$ cat src/rtl/game_display_pkg.sv
// Shared geometry constants and board-nibble helpers for the 2048 display path.
package game_display_pkg;
  localparam int unsigned TILE_SIZE = 60;
  localparam int unsigned GAP       = 4;
  localparam int unsigned PITCH     = TILE_SIZE + GAP;
  localparam int unsigned BOARD_DIM = 4;
  localparam int unsigned NIB_W     = 4;
  localparam int unsigned BOARD_W   = BOARD_DIM * BOARD_DIM * NIB_W;

  typedef logic [NIB_W-1:0]   nibble_t;
  typedef logic [BOARD_W-1:0] board_t;

  // Tile idx = row*4+col lives at bits [4*idx+3:4*idx].
  function automatic nibble_t get_tile(input board_t board, input logic [3:0] idx);
    return board[{idx, 2'b00} +: NIB_W];
  endfunction
endpackage

$ cat src/rtl/board_tile_mapper_if.sv
// Scan-in / renderer-out signal bundle of the board tile mapper.
interface board_tile_mapper_if;
  import game_display_pkg::board_t;

  logic [9:0] pix_x;
  logic [9:0] pix_y;
  logic       de_in;
  logic       hsync_in;
  logic       vsync_in;
  logic       frame_start;
  board_t     board_in;
  logic       board_update;
  logic [3:0] tile_value;
  logic [5:0] tile_pos_x;
  logic [5:0] tile_pos_y;
  logic       in_tile_d;
  logic       in_board_d;
  logic       de_out;
  logic       hsync_out;
  logic       vsync_out;
  logic       update_pending;

  modport master (
    output pix_x, pix_y, de_in, hsync_in, vsync_in, frame_start, board_in, board_update,
    input  tile_value, tile_pos_x, tile_pos_y, in_tile_d, in_board_d,
           de_out, hsync_out, vsync_out, update_pending
  );

  modport slave (
    input  pix_x, pix_y, de_in, hsync_in, vsync_in, frame_start, board_in, board_update,
    output tile_value, tile_pos_x, tile_pos_y, in_tile_d, in_board_d,
           de_out, hsync_out, vsync_out, update_pending
  );
endinterface

$ cat src/rtl/delay_line.sv
// Fixed-depth shift register with a configurable reset pattern.
module delay_line #(
  parameter int unsigned      WIDTH     = 1,
  parameter int unsigned      DEPTH     = 1,
  parameter logic [WIDTH-1:0] RESET_VAL = '0
) (
  input  logic             clk,
  input  logic             reset_n,
  input  logic [WIDTH-1:0] din,
  output logic [WIDTH-1:0] dout
);
  logic [DEPTH-1:0][WIDTH-1:0] sr;

  if (DEPTH == 1) begin : g_one
    always_ff @(posedge clk or negedge reset_n) begin
      if (!reset_n) sr <= RESET_VAL;
      else          sr <= din;
    end
  end else begin : g_many
    always_ff @(posedge clk or negedge reset_n) begin
      if (!reset_n) sr <= {DEPTH{RESET_VAL}};
      else          sr <= {sr[DEPTH-2:0], din};
    end
  end

  assign dout = sr[DEPTH-1];
endmodule

$ cat src/rtl/board_tile_mapper.sv
// Maps VGA scan coordinates onto the 4x4 board and feeds tile_renderer,
// with sync/flag delays matched to the renderer's registered output.
module board_tile_mapper #(
  parameter int unsigned BOARD_X0  = 200,
  parameter int unsigned BOARD_Y0  = 120,
  parameter int unsigned TILE_SIZE = game_display_pkg::TILE_SIZE,
  parameter int unsigned GAP       = game_display_pkg::GAP
) (
  input  logic                      clk,
  input  logic                      reset_n,
  board_tile_mapper_if.slave        bus
);
  import game_display_pkg::board_t;
  import game_display_pkg::get_tile;

  localparam int unsigned PITCH  = TILE_SIZE + GAP;
  localparam int unsigned EXTENT = 4 * PITCH - GAP;

  // Tile index along one axis from 3 pitch boundaries; valid only inside the board.
  function automatic logic [1:0] axis_idx(input logic [9:0] r);
    if (r >= 10'(3 * PITCH))      return 2'd3;
    else if (r >= 10'(2 * PITCH)) return 2'd2;
    else if (r >= 10'(PITCH))     return 2'd1;
    else                          return 2'd0;
  endfunction

  logic signed [10:0] rel_x, rel_y;
  logic [1:0]         col, row;
  logic [9:0]         off_x, off_y;
  logic               in_board, in_tile;

  always_comb begin
    rel_x    = $signed({1'b0, bus.pix_x} - 11'(BOARD_X0));
    rel_y    = $signed({1'b0, bus.pix_y} - 11'(BOARD_Y0));
    in_board = bus.de_in
             & ~rel_x[10] & (rel_x[9:0] < 10'(EXTENT))
             & ~rel_y[10] & (rel_y[9:0] < 10'(EXTENT));
    col      = axis_idx(rel_x[9:0]);
    row      = axis_idx(rel_y[9:0]);
    off_x    = rel_x[9:0] - ({8'd0, col} * 10'(PITCH));
    off_y    = rel_y[9:0] - ({8'd0, row} * 10'(PITCH));
    in_tile  = in_board & (off_x < 10'(TILE_SIZE)) & (off_y < 10'(TILE_SIZE));
  end

  // Board double buffer: active only ever changes on frame_start.
  board_t active_board, shadow_board;
  logic   pending;

  always_ff @(posedge clk or negedge reset_n) begin
    if (!reset_n) begin
      active_board <= '0;
      shadow_board <= '0;
      pending      <= 1'b0;
    end else begin
      if (bus.board_update) shadow_board <= bus.board_in;
      if (bus.board_update && bus.frame_start) begin
        active_board <= bus.board_in;
        pending      <= 1'b0;
      end else if (bus.board_update) begin
        pending      <= 1'b1;
      end else if (bus.frame_start && pending) begin
        active_board <= shadow_board;
        pending      <= 1'b0;
      end
    end
  end

  logic       s1_in_tile;
  logic [3:0] s1_idx;
  logic [5:0] s1_off_x, s1_off_y;
  logic [3:0] tile_value_q;
  logic [5:0] tile_pos_x_q, tile_pos_y_q;

  always_ff @(posedge clk or negedge reset_n) begin
    if (!reset_n) begin
      s1_in_tile   <= 1'b0;
      s1_idx       <= '0;
      s1_off_x     <= '0;
      s1_off_y     <= '0;
      tile_value_q <= '0;
      tile_pos_x_q <= '0;
      tile_pos_y_q <= '0;
    end else begin
      s1_in_tile   <= in_tile;
      s1_idx       <= {row, col};
      s1_off_x     <= off_x[5:0];
      s1_off_y     <= off_y[5:0];
      tile_value_q <= s1_in_tile ? get_tile(active_board, s1_idx) : '0;
      tile_pos_x_q <= s1_in_tile ? s1_off_x : '0;
      tile_pos_y_q <= s1_in_tile ? s1_off_y : '0;
    end
  end

  logic [1:0] sync_d;
  logic [2:0] flag_d;

  delay_line #(.WIDTH(2), .DEPTH(3), .RESET_VAL(2'b11)) u_sync_dly (
    .clk     (clk),
    .reset_n (reset_n),
    .din     ({bus.hsync_in, bus.vsync_in}),
    .dout    (sync_d)
  );

  delay_line #(.WIDTH(3), .DEPTH(3), .RESET_VAL(3'b000)) u_flag_dly (
    .clk     (clk),
    .reset_n (reset_n),
    .din     ({bus.de_in, in_board, in_tile}),
    .dout    (flag_d)
  );

  assign bus.tile_value     = tile_value_q;
  assign bus.tile_pos_x     = tile_pos_x_q;
  assign bus.tile_pos_y     = tile_pos_y_q;
  assign bus.hsync_out      = sync_d[1];
  assign bus.vsync_out      = sync_d[0];
  assign bus.de_out         = flag_d[2];
  assign bus.in_board_d     = flag_d[1];
  assign bus.in_tile_d      = flag_d[0];
  assign bus.update_pending = pending;
endmodule

$ cat src/flat_wrapper.sv
// flat-port wrapper written by rule: the top's interface ports become plain ports
module board_tile_mapper_flat import game_display_pkg::board_t; import game_display_pkg::get_tile;
#(
  parameter int unsigned BOARD_X0  = 200,
  parameter int unsigned BOARD_Y0  = 120,
  parameter int unsigned TILE_SIZE = game_display_pkg::TILE_SIZE,
  parameter int unsigned GAP       = game_display_pkg::GAP
)
  (clk, reset_n, bus_pix_x, bus_pix_y, bus_de_in, bus_hsync_in, bus_vsync_in, bus_frame_start, bus_board_in, bus_board_update, bus_tile_value, bus_tile_pos_x, bus_tile_pos_y, bus_in_tile_d, bus_in_board_d, bus_de_out, bus_hsync_out, bus_vsync_out, bus_update_pending);
  board_tile_mapper_if bus_i ();
  input  logic clk;
  input  logic reset_n;
  input wire logic [$bits(bus_i.pix_x)-1:0] bus_pix_x;
  input wire logic [$bits(bus_i.pix_y)-1:0] bus_pix_y;
  input wire logic [$bits(bus_i.de_in)-1:0] bus_de_in;
  input wire logic [$bits(bus_i.hsync_in)-1:0] bus_hsync_in;
  input wire logic [$bits(bus_i.vsync_in)-1:0] bus_vsync_in;
  input wire logic [$bits(bus_i.frame_start)-1:0] bus_frame_start;
  input wire logic [$bits(bus_i.board_in)-1:0] bus_board_in;
  input wire logic [$bits(bus_i.board_update)-1:0] bus_board_update;
  output wire logic [$bits(bus_i.tile_value)-1:0] bus_tile_value;
  output wire logic [$bits(bus_i.tile_pos_x)-1:0] bus_tile_pos_x;
  output wire logic [$bits(bus_i.tile_pos_y)-1:0] bus_tile_pos_y;
  output wire logic [$bits(bus_i.in_tile_d)-1:0] bus_in_tile_d;
  output wire logic [$bits(bus_i.in_board_d)-1:0] bus_in_board_d;
  output wire logic [$bits(bus_i.de_out)-1:0] bus_de_out;
  output wire logic [$bits(bus_i.hsync_out)-1:0] bus_hsync_out;
  output wire logic [$bits(bus_i.vsync_out)-1:0] bus_vsync_out;
  output wire logic [$bits(bus_i.update_pending)-1:0] bus_update_pending;
  assign bus_i.pix_x = bus_pix_x;
  assign bus_i.pix_y = bus_pix_y;
  assign bus_i.de_in = bus_de_in;
  assign bus_i.hsync_in = bus_hsync_in;
  assign bus_i.vsync_in = bus_vsync_in;
  assign bus_i.frame_start = bus_frame_start;
  assign bus_i.board_in = bus_board_in;
  assign bus_i.board_update = bus_board_update;
  assign bus_tile_value = bus_i.tile_value;
  assign bus_tile_pos_x = bus_i.tile_pos_x;
  assign bus_tile_pos_y = bus_i.tile_pos_y;
  assign bus_in_tile_d = bus_i.in_tile_d;
  assign bus_in_board_d = bus_i.in_board_d;
  assign bus_de_out = bus_i.de_out;
  assign bus_hsync_out = bus_i.hsync_out;
  assign bus_vsync_out = bus_i.vsync_out;
  assign bus_update_pending = bus_i.update_pending;
  board_tile_mapper #(.BOARD_X0(BOARD_X0), .BOARD_Y0(BOARD_Y0), .TILE_SIZE(TILE_SIZE), .GAP(GAP)) u_core (.clk(clk), .reset_n(reset_n), .bus(bus_i));
endmodule
$ cat config.mk
export PLATFORM = sky130hd
export DESIGN_NAME = board_tile_mapper_flat
export DESIGN_NICKNAME = d
export VERILOG_FILES = /design/src/rtl/game_display_pkg.sv /design/src/rtl/board_tile_mapper_if.sv /design/src/rtl/delay_line.sv /design/src/rtl/board_tile_mapper.sv /design/src/flat_wrapper.sv
export SDC_FILE = /design/constraint.sdc
export NUM_CORES = 1
export LEC_CHECK = 0
export CORE_MARGIN = 4
export CORE_UTILIZATION = 31
export DETAILED_ROUTE_END_ITERATION = 16
export SETUP_SLACK_MARGIN = 0.05
export SLEW_MARGIN = 20
export SYNTH_ARGS = -nofsm -noshare
export SYNTH_HDL_FRONTEND = slang
export SYNTH_SLANG_ARGS = --single-unit
$ cat constraint.sdc
create_clock -name clk -period 2.1 [get_ports clk]
set_clock_uncertainty 0.1 [all_clocks]
set_input_delay 0.42 -clock clk [delete_from_list [all_inputs] [get_ports clk]]
set_output_delay 0.42 -clock clk [all_outputs]
set_load 0.005 [all_outputs]
* Word-level counts from Yosys, hierarchy flattened
Index checks and enable logic that the tools add are counted.
** Cells by class
- Reductions and logical operators :: 5
- Bitwise gates (word level) :: 8
- Shift-type cells :: 1
- Add/sub/neg operators :: 4
- Equal/unequal tests :: 1
- Magnitude comparators :: 10
- Mux-type cells :: 15
** Operators with widths (count)
- 64-bit 2-to-1 mux :: 3
- 64-bit by 7-bit indexed part select with 4-bit output :: 1
- 10-bit by 8-bit greater-or-equal comparator with 1-bit output, second input constant :: 4
- 10-bit by 7-bit greater-or-equal comparator with 1-bit output, second input constant :: 2
- 10-bit by 6-bit less-than comparator with 1-bit output, second input constant :: 2
- 10-bit by 8-bit less-than comparator with 1-bit output, second input constant :: 2
- 10-bit by 8-bit subtractor with 10-bit output :: 2
- 6-bit 2-to-1 mux :: 2
- 10-bit by 7-bit subtractor with 11-bit output, second input constant :: 1
- 10-bit by 8-bit subtractor with 11-bit output, second input constant :: 1
- 2-bit 2-to-1 mux :: 4
- 1-bit bitwise AND :: 6
- 1-bit 2-to-1 mux :: 5
- 4-bit 2-to-1 mux :: 1
- 3-bit nonzero test :: 1
- 1-bit logical AND :: 2
- 2-bit by 1-bit != test with 1-bit output, second input constant :: 1
- 1-bit NOT :: 2
- 2-bit AND reduction :: 1
- 2-bit nonzero test :: 1
** Word-level totals
- Word-level logic and storage cells :: 60
- Register bits :: 177
- Input port bits :: 91

* Longest topological paths before layout
Gate-level depths: netlist (run 1).
- Depth in word-level cells :: 9
- Depth in mapped cells :: 12

* Hierarchy
A second synthesis (run 1) with hierarchy kept.
** Unflattened totals
- Cells, all modules :: 439
- Area, all modules :: 7054.3 sq um
** By module, submodules not included
- board_tile_mapper :: cells an instance 419, area each 6633.9 sq um, times used 1
- delay_line at u_core.u_flag_dly :: cells an instance 12, area each 247.7 sq um, times used 1
- delay_line at u_core.u_sync_dly :: cells an instance 8, area each 172.7 sq um, times used 1

* Least setup slack after synthesis (run 1)
OpenSTA, ideal clock, no wires.
- Path type :: input-to-reg
- Start point :: input bus_pix_y[3]
- End point :: register u_core.u_flag_dly.sr[0] (netlist name)
- Cell stages on the path :: 12
- Data required time :: 1.899 ns
- Path slack :: -0.959 ns
- Setup time :: 0.101 ns
- Buffers on the path :: 0
- Data arrival time :: 2.858 ns
- Path through :: ha_1 -> nor3b_1 -> mux2i_1 -> o32a_1 -> nand2b_1 -> ha_1 -> inv_1 -> fa_1 -> nor4bb_1 -> nand3_1 -> or3_1 -> nor4_1
** On the way
- Cells in the longest elaborated chain, start to end :: 8
- Elaborated cells on any way between the ends :: 15
- Classes of those cells :: add/sub (2); order compare (5); mux (3); bitwise (5)
** RTL lines
- from (decl) :: RTL line flat_wrapper.sv:14 : input wire logic [$bits(bus_i.pix_y)-1:0] bus_pix_y;
- 10-bit by 7-bit subtractor with 11-bit output (*) :: RTL line board_tile_mapper.sv:34 : rel_y = $signed({1'b0, bus.pix_y} - 11'(BOARD_Y0));
- 10-bit by 7-bit greater-or-equal comparator with 1-bit output :: RTL line board_tile_mapper.sv:23 : else if (r >= 10'(PITCH)) return 2'd1;
- 1-bit 2-to-1 mux :: RTL line board_tile_mapper.sv:23
- 2-bit 2-to-1 mux :: RTL line board_tile_mapper.sv:22 : else if (r >= 10'(2 * PITCH)) return 2'd2;
- 2-bit 2-to-1 mux (*) :: RTL line board_tile_mapper.sv:21 : if (r >= 10'(3 * PITCH)) return 2'd3;
- via u_core.row[0] :: RTL line board_tile_mapper.sv:28 : logic [1:0] col, row;
- 10-bit by 8-bit subtractor with 10-bit output (*) :: RTL line board_tile_mapper.sv:41 : off_y = rel_y[9:0] - ({8'd0, row} * 10'(PITCH));
- 10-bit by 6-bit less-than comparator with 1-bit output (*) :: RTL line board_tile_mapper.sv:42 : in_tile = in_board & (off_x < 10'(TILE_SIZE)) & (off_y < 10'(TILE_SIZE));
- 1-bit bitwise AND (*) :: RTL line board_tile_mapper.sv:42
- via u_core.in_tile :: RTL line board_tile_mapper.sv:30 : logic in_board, in_tile;
- to (signal assigned) :: RTL line delay_line.sv:21 : if (!reset_n) sr <= {DEPTH{RESET_VAL}};
- to (signal assigned) :: RTL line delay_line.sv:22 : else sr <= {sr[DEPTH-2:0], din};
- to (decl) :: RTL line delay_line.sv:12 : logic [DEPTH-1:0][WIDTH-1:0] sr;
Mark *: on every way through the listed nets, which the timed path passes. The rest lies on a longest branch.
A chain may end at the register's enable or synchronous reset.

* Worst setup path after layout (run 1)
- Start point :: input bus_pix_x[3]
- End point :: register u_core.u_flag_dly.sr[0] (netlist name)
** On the way
- Elaborated cells on any way between the ends :: 17
- Classes of those cells :: add/sub (2); order compare (5); mux (3); bitwise (7)
** RTL lines
- from (decl) :: RTL line flat_wrapper.sv:13 : input wire logic [$bits(bus_i.pix_x)-1:0] bus_pix_x;
- 10-bit by 8-bit subtractor with 11-bit output :: RTL line board_tile_mapper.sv:33 : rel_x = $signed({1'b0, bus.pix_x} - 11'(BOARD_X0));
- 10-bit by 8-bit subtractor with 10-bit output :: RTL line board_tile_mapper.sv:40 : off_x = rel_x[9:0] - ({8'd0, col} * 10'(PITCH));
- via u_core.off_x[3] :: RTL line board_tile_mapper.sv:29 : logic [9:0] off_x, off_y;
- 10-bit by 6-bit less-than comparator with 1-bit output :: RTL line board_tile_mapper.sv:42
- 1-bit bitwise AND (2 in a row) :: RTL line board_tile_mapper.sv:42
- via u_core.in_tile :: RTL line board_tile_mapper.sv:30
The timed path passes the listed nets, and every way through them passes these cells.

==> results.md, run 1 <==
* Outcome: finished, violations left
* Failing checks: setup timing
* Yosys warns at 0
* FP Rows at 54
* Port Buffers at 112
* Routed WL per cell at about 17 um
* Min Tclk post-route at 2.79 ns
* Hold WS at between 0.1 and 0.15 ns
* Max Cap Viol at 0
* Final hold vios at 0
* Root Buffer: clkbuf_16
* CTS Buf Count at 17
* Placed cell count at 853
* Pwr dens at just under 900 mW/mm^2
* Main synth FF type: dfrtp_1
* Htree depth at 4
* Peak supply drop at approximately 0.56 mV
* Worst setup margin at -0.685 ns
* Overflow after GRT at 0
* Multi-input gate area at about 0.0026 mm^2
* Mapped Avg Cell Area at about 16 um^2
* GRT Overall Usage at 0.129
* TNS Setup at -0.685 ns
* CP Class: input port to register
* Number of vias per cell at ~4.6
* Compound-cell area share of the yosys netlist at 0.0199
* Layout cells sized above 1 at 0.435
* Crit share post-route at 1.33
* Sequential area share after synthesis at 0.627
* Layout area overhead at 37.7%
* Yosys reg bits at between 150 and 200
* Vias at 4120
* Mux contribution to synthesized area at 0.271
* Final #Nets at a little over 700
* Max Freq at roughly 360 MHz
* Pin count of the biggest net entering global routing at between 50 and 60
* Die Ht at about 160 um
* Post-DP Area at between 0.008 and 0.009 mm^2
* Post-synthesis adder-cell area fraction at 0.0163
* Critical path launch point type: input port
* Flip-flop and latch area at between 0.004 and 0.005 mm^2
* Critical Path End Type: register
* I/O pin cnt at roughly 110
* Slew @ Worst Pin at about 0.63 ns
* Max-slew violations at 0
* Pre-Repair DR Iteration Count at 4
* Largest family of logic cells by synthesized area: multiplexers
* Mapped Nets at 536
* First-pass GRT wire length at ~26000 um
* Vias in the first global route at between 4k and 5k
* Post-synthesis async set-or-reset flop share at 1.00
* Total power at 8420 uW
* Post-synth EDFFs at 0
* CP required at 2.33 ns
* Antenna Nets Post-Route at 0
* Final GP Congestion at between 0.7 and 0.8
* CTS clk-pin slew, worst paths at about 0.06 ns
* Inserted Diodes at 0
* Worst EP arrival at 3.02 ns
* Final setup fails at 1
* Fillers at just under 2k
* XOR/XNOR share of the synthesized area at 0.00746
* Initial antenna violation count at 1
* Non-Filler Instances at about 900
* RSZ-0062 raised after global routing: yes
* CTS tree: yes
* Final HPWL DP at between 10000 and 15000 um
* Initial Util at 0.319
* Die area at approximately 0.025 mm^2
* Syn Inst Count at about 440
* Drt first-iter violations at 76
* Final non-filler cell area at around 0.0097 mm^2
* LEAKAGE at 0.00416 uW
* Slew headroom at 0.578
* Synth Area in Simple Gates at 0.0396
* Synth cell types at between 40 and 50
* Clk_lat worst skew at roughly 0.43 ns
* Syn Std Cell Area at 0.00704 mm^2
* Bufs on Longest Clock Path at 2
* Final routed DRC violation total at 0
* WL final at roughly 15000 um
* Sink Count at roughly 180
* Hold Path Class: input port to register
* Max FO, Critical Path at 4
* DIE WIDTH at approximately 160 um
* CORE AREA at 0.0221 mm^2
registers in the layout (all words and copies together) (netlist names), 6 cells and up:
| name | cells |
|---|---|
| u_core.bus.tile_pos_y | 6 |
| u_core.active_board | 64 |
| u_core.s1_off_y | 6 |
| u_core.shadow_board | 64 |
| u_core.s1_off_x | 6 |
| u_core.u_flag_dly.sr | 6 |
| u_core.bus.tile_pos_x | 6 |
worst paths after layout:
path	from	end	slack, ns	cells after the start
worst max-delay path	bus_pix_x[3]	u_core.u_flag_dly.sr[0]	-0.69	14
worst min-delay path	bus_pix_y[3]	u_core.s1_off_y[3]	0.14	2
worst max register to register	u_core.s1_idx[0]	u_core.bus.tile_value[3]	0.33	4
worst min register to register	u_core.u_flag_dly.sr[2]	u_core.u_flag_dly.sr[5]	0.25	0
max in group asynchronous	reset_n	u_core.active_board[37]	0.82	3
min in group asynchronous	reset_n	u_core.s1_off_x[4]	0.43	2
critical path, cell delays in order:
cell,delay [ns]
buf_8,0.11
inv_4,0.06
ha_4,0.13
or2b_4,0.29
a221o_1,0.38
nand2_2,0.09
buf_6,0.10
ha_4,0.11
inv_2,0.03
fa_1,0.44
nor4bb_1,0.28
nand3_1,0.10
or3_4,0.35
nor4_4,0.14
stage by stage:
step                utilization  setup slack (ns)
finish                    0.439            -0.685
detailed placement        0.403             -1.64
global route              0.439            -0.764
floorplan                     -            -0.761
CTS                       0.439            -0.851
global placement          0.403             -1.40
report_power, final:
part / leakage [uW] / internal [uW] / total (uW) / switching, uW
Clock: 0.000295 / 1920 / 3240 / 1320
Sequential: 0.00210 / 3790 / 3950 / 159
Combinational: 0.00176 / 761 / 1230 / 473
layout make-up:
class / instances / area share
Timing Repair Buffer: 168 / 0.170
Tap cell: 280 / 0.0361
Sequential cell: 176 / 0.455
Inverter: 9 / 0.00400
Multi-Input combinational cell: 233 / 0.271
Clock buffer: 22 / 0.0510
Clock inverter: 10 / 0.0126
logic make-up after synthesis:
family | count (synthesis)
adders and majority gates | 8
muxes | 155
xor gates and xnor gates | 6
buffers and inverters | 28
AOI/OAI and AO/OA | 18
and+or+nand+nor | 46
DFF | 176
cell usage after synthesis, drive strengths merged, types with 3 or more instances:
master  number  share of area
o22ai        4         0.0036
mux2       128           0.20
and2        12          0.011
ha           6          0.011
buf         18          0.013
mux2i       11          0.016
nor2         5         0.0027
mux4        16          0.051
dfstp        6          0.022
xnor2        4         0.0050
dfrtp      170           0.60
nand2        4         0.0021
inv          9         0.0048
nand4        3         0.0027
nand2b       5         0.0044
per-layer routing:
| layer | wire length [um] | vias up | GRT usage |
|---|---|---|---|
| met5 | 13 | - | 0 |
| met1 | 6150 | 2094 | 0.149 |
| met4 | 154 | 2 | 0.0426 |
| met3 | 1130 | 16 | 0.0531 |
| li1 | - | 1914 | - |
| met2 | 7820 | 94 | 0.218 |
repair_timing:
action,CTS,global route
setup buffers,17,3
setup endpoints to repair,2,2
hold buffers,1,0
gates resized for setup,40,13
endpoints found under the hold margin,50,0
pin swaps,10,9
cells in the final DEF, fill, tap and decap left out, drive strengths merged, types with 3 or more instances in the layout:
cell / netlist / layout
buf: 18 / 61
mux4: 16 / 16
mux2: 128 / 128
nand4: 3 / 3
xnor2: 4 / 4
clkinvlp: 0 / 3
dlygate4sd2: 0 / 6
inv: 9 / 11
nor2: 5 / 5
clkbuf: 1 / 23
ha: 6 / 6
and2: 12 / 12
mux2i: 11 / 11
clkdlybuf4s50: 0 / 97
nand2: 4 / 4
nand2b: 5 / 5
o22ai: 4 / 4
dfstp: 6 / 6
dfrtp: 170 / 170
clkinv: 0 / 3
No activity file was read; power rests on OpenSTA's default activity.
==> run 2: changes to the inputs <==
HOLD_SLACK_MARGIN = 0.03   (was not set)
==> results of run 2 <==
No change in the layout: final DEF, timing and power equal those of run 1.
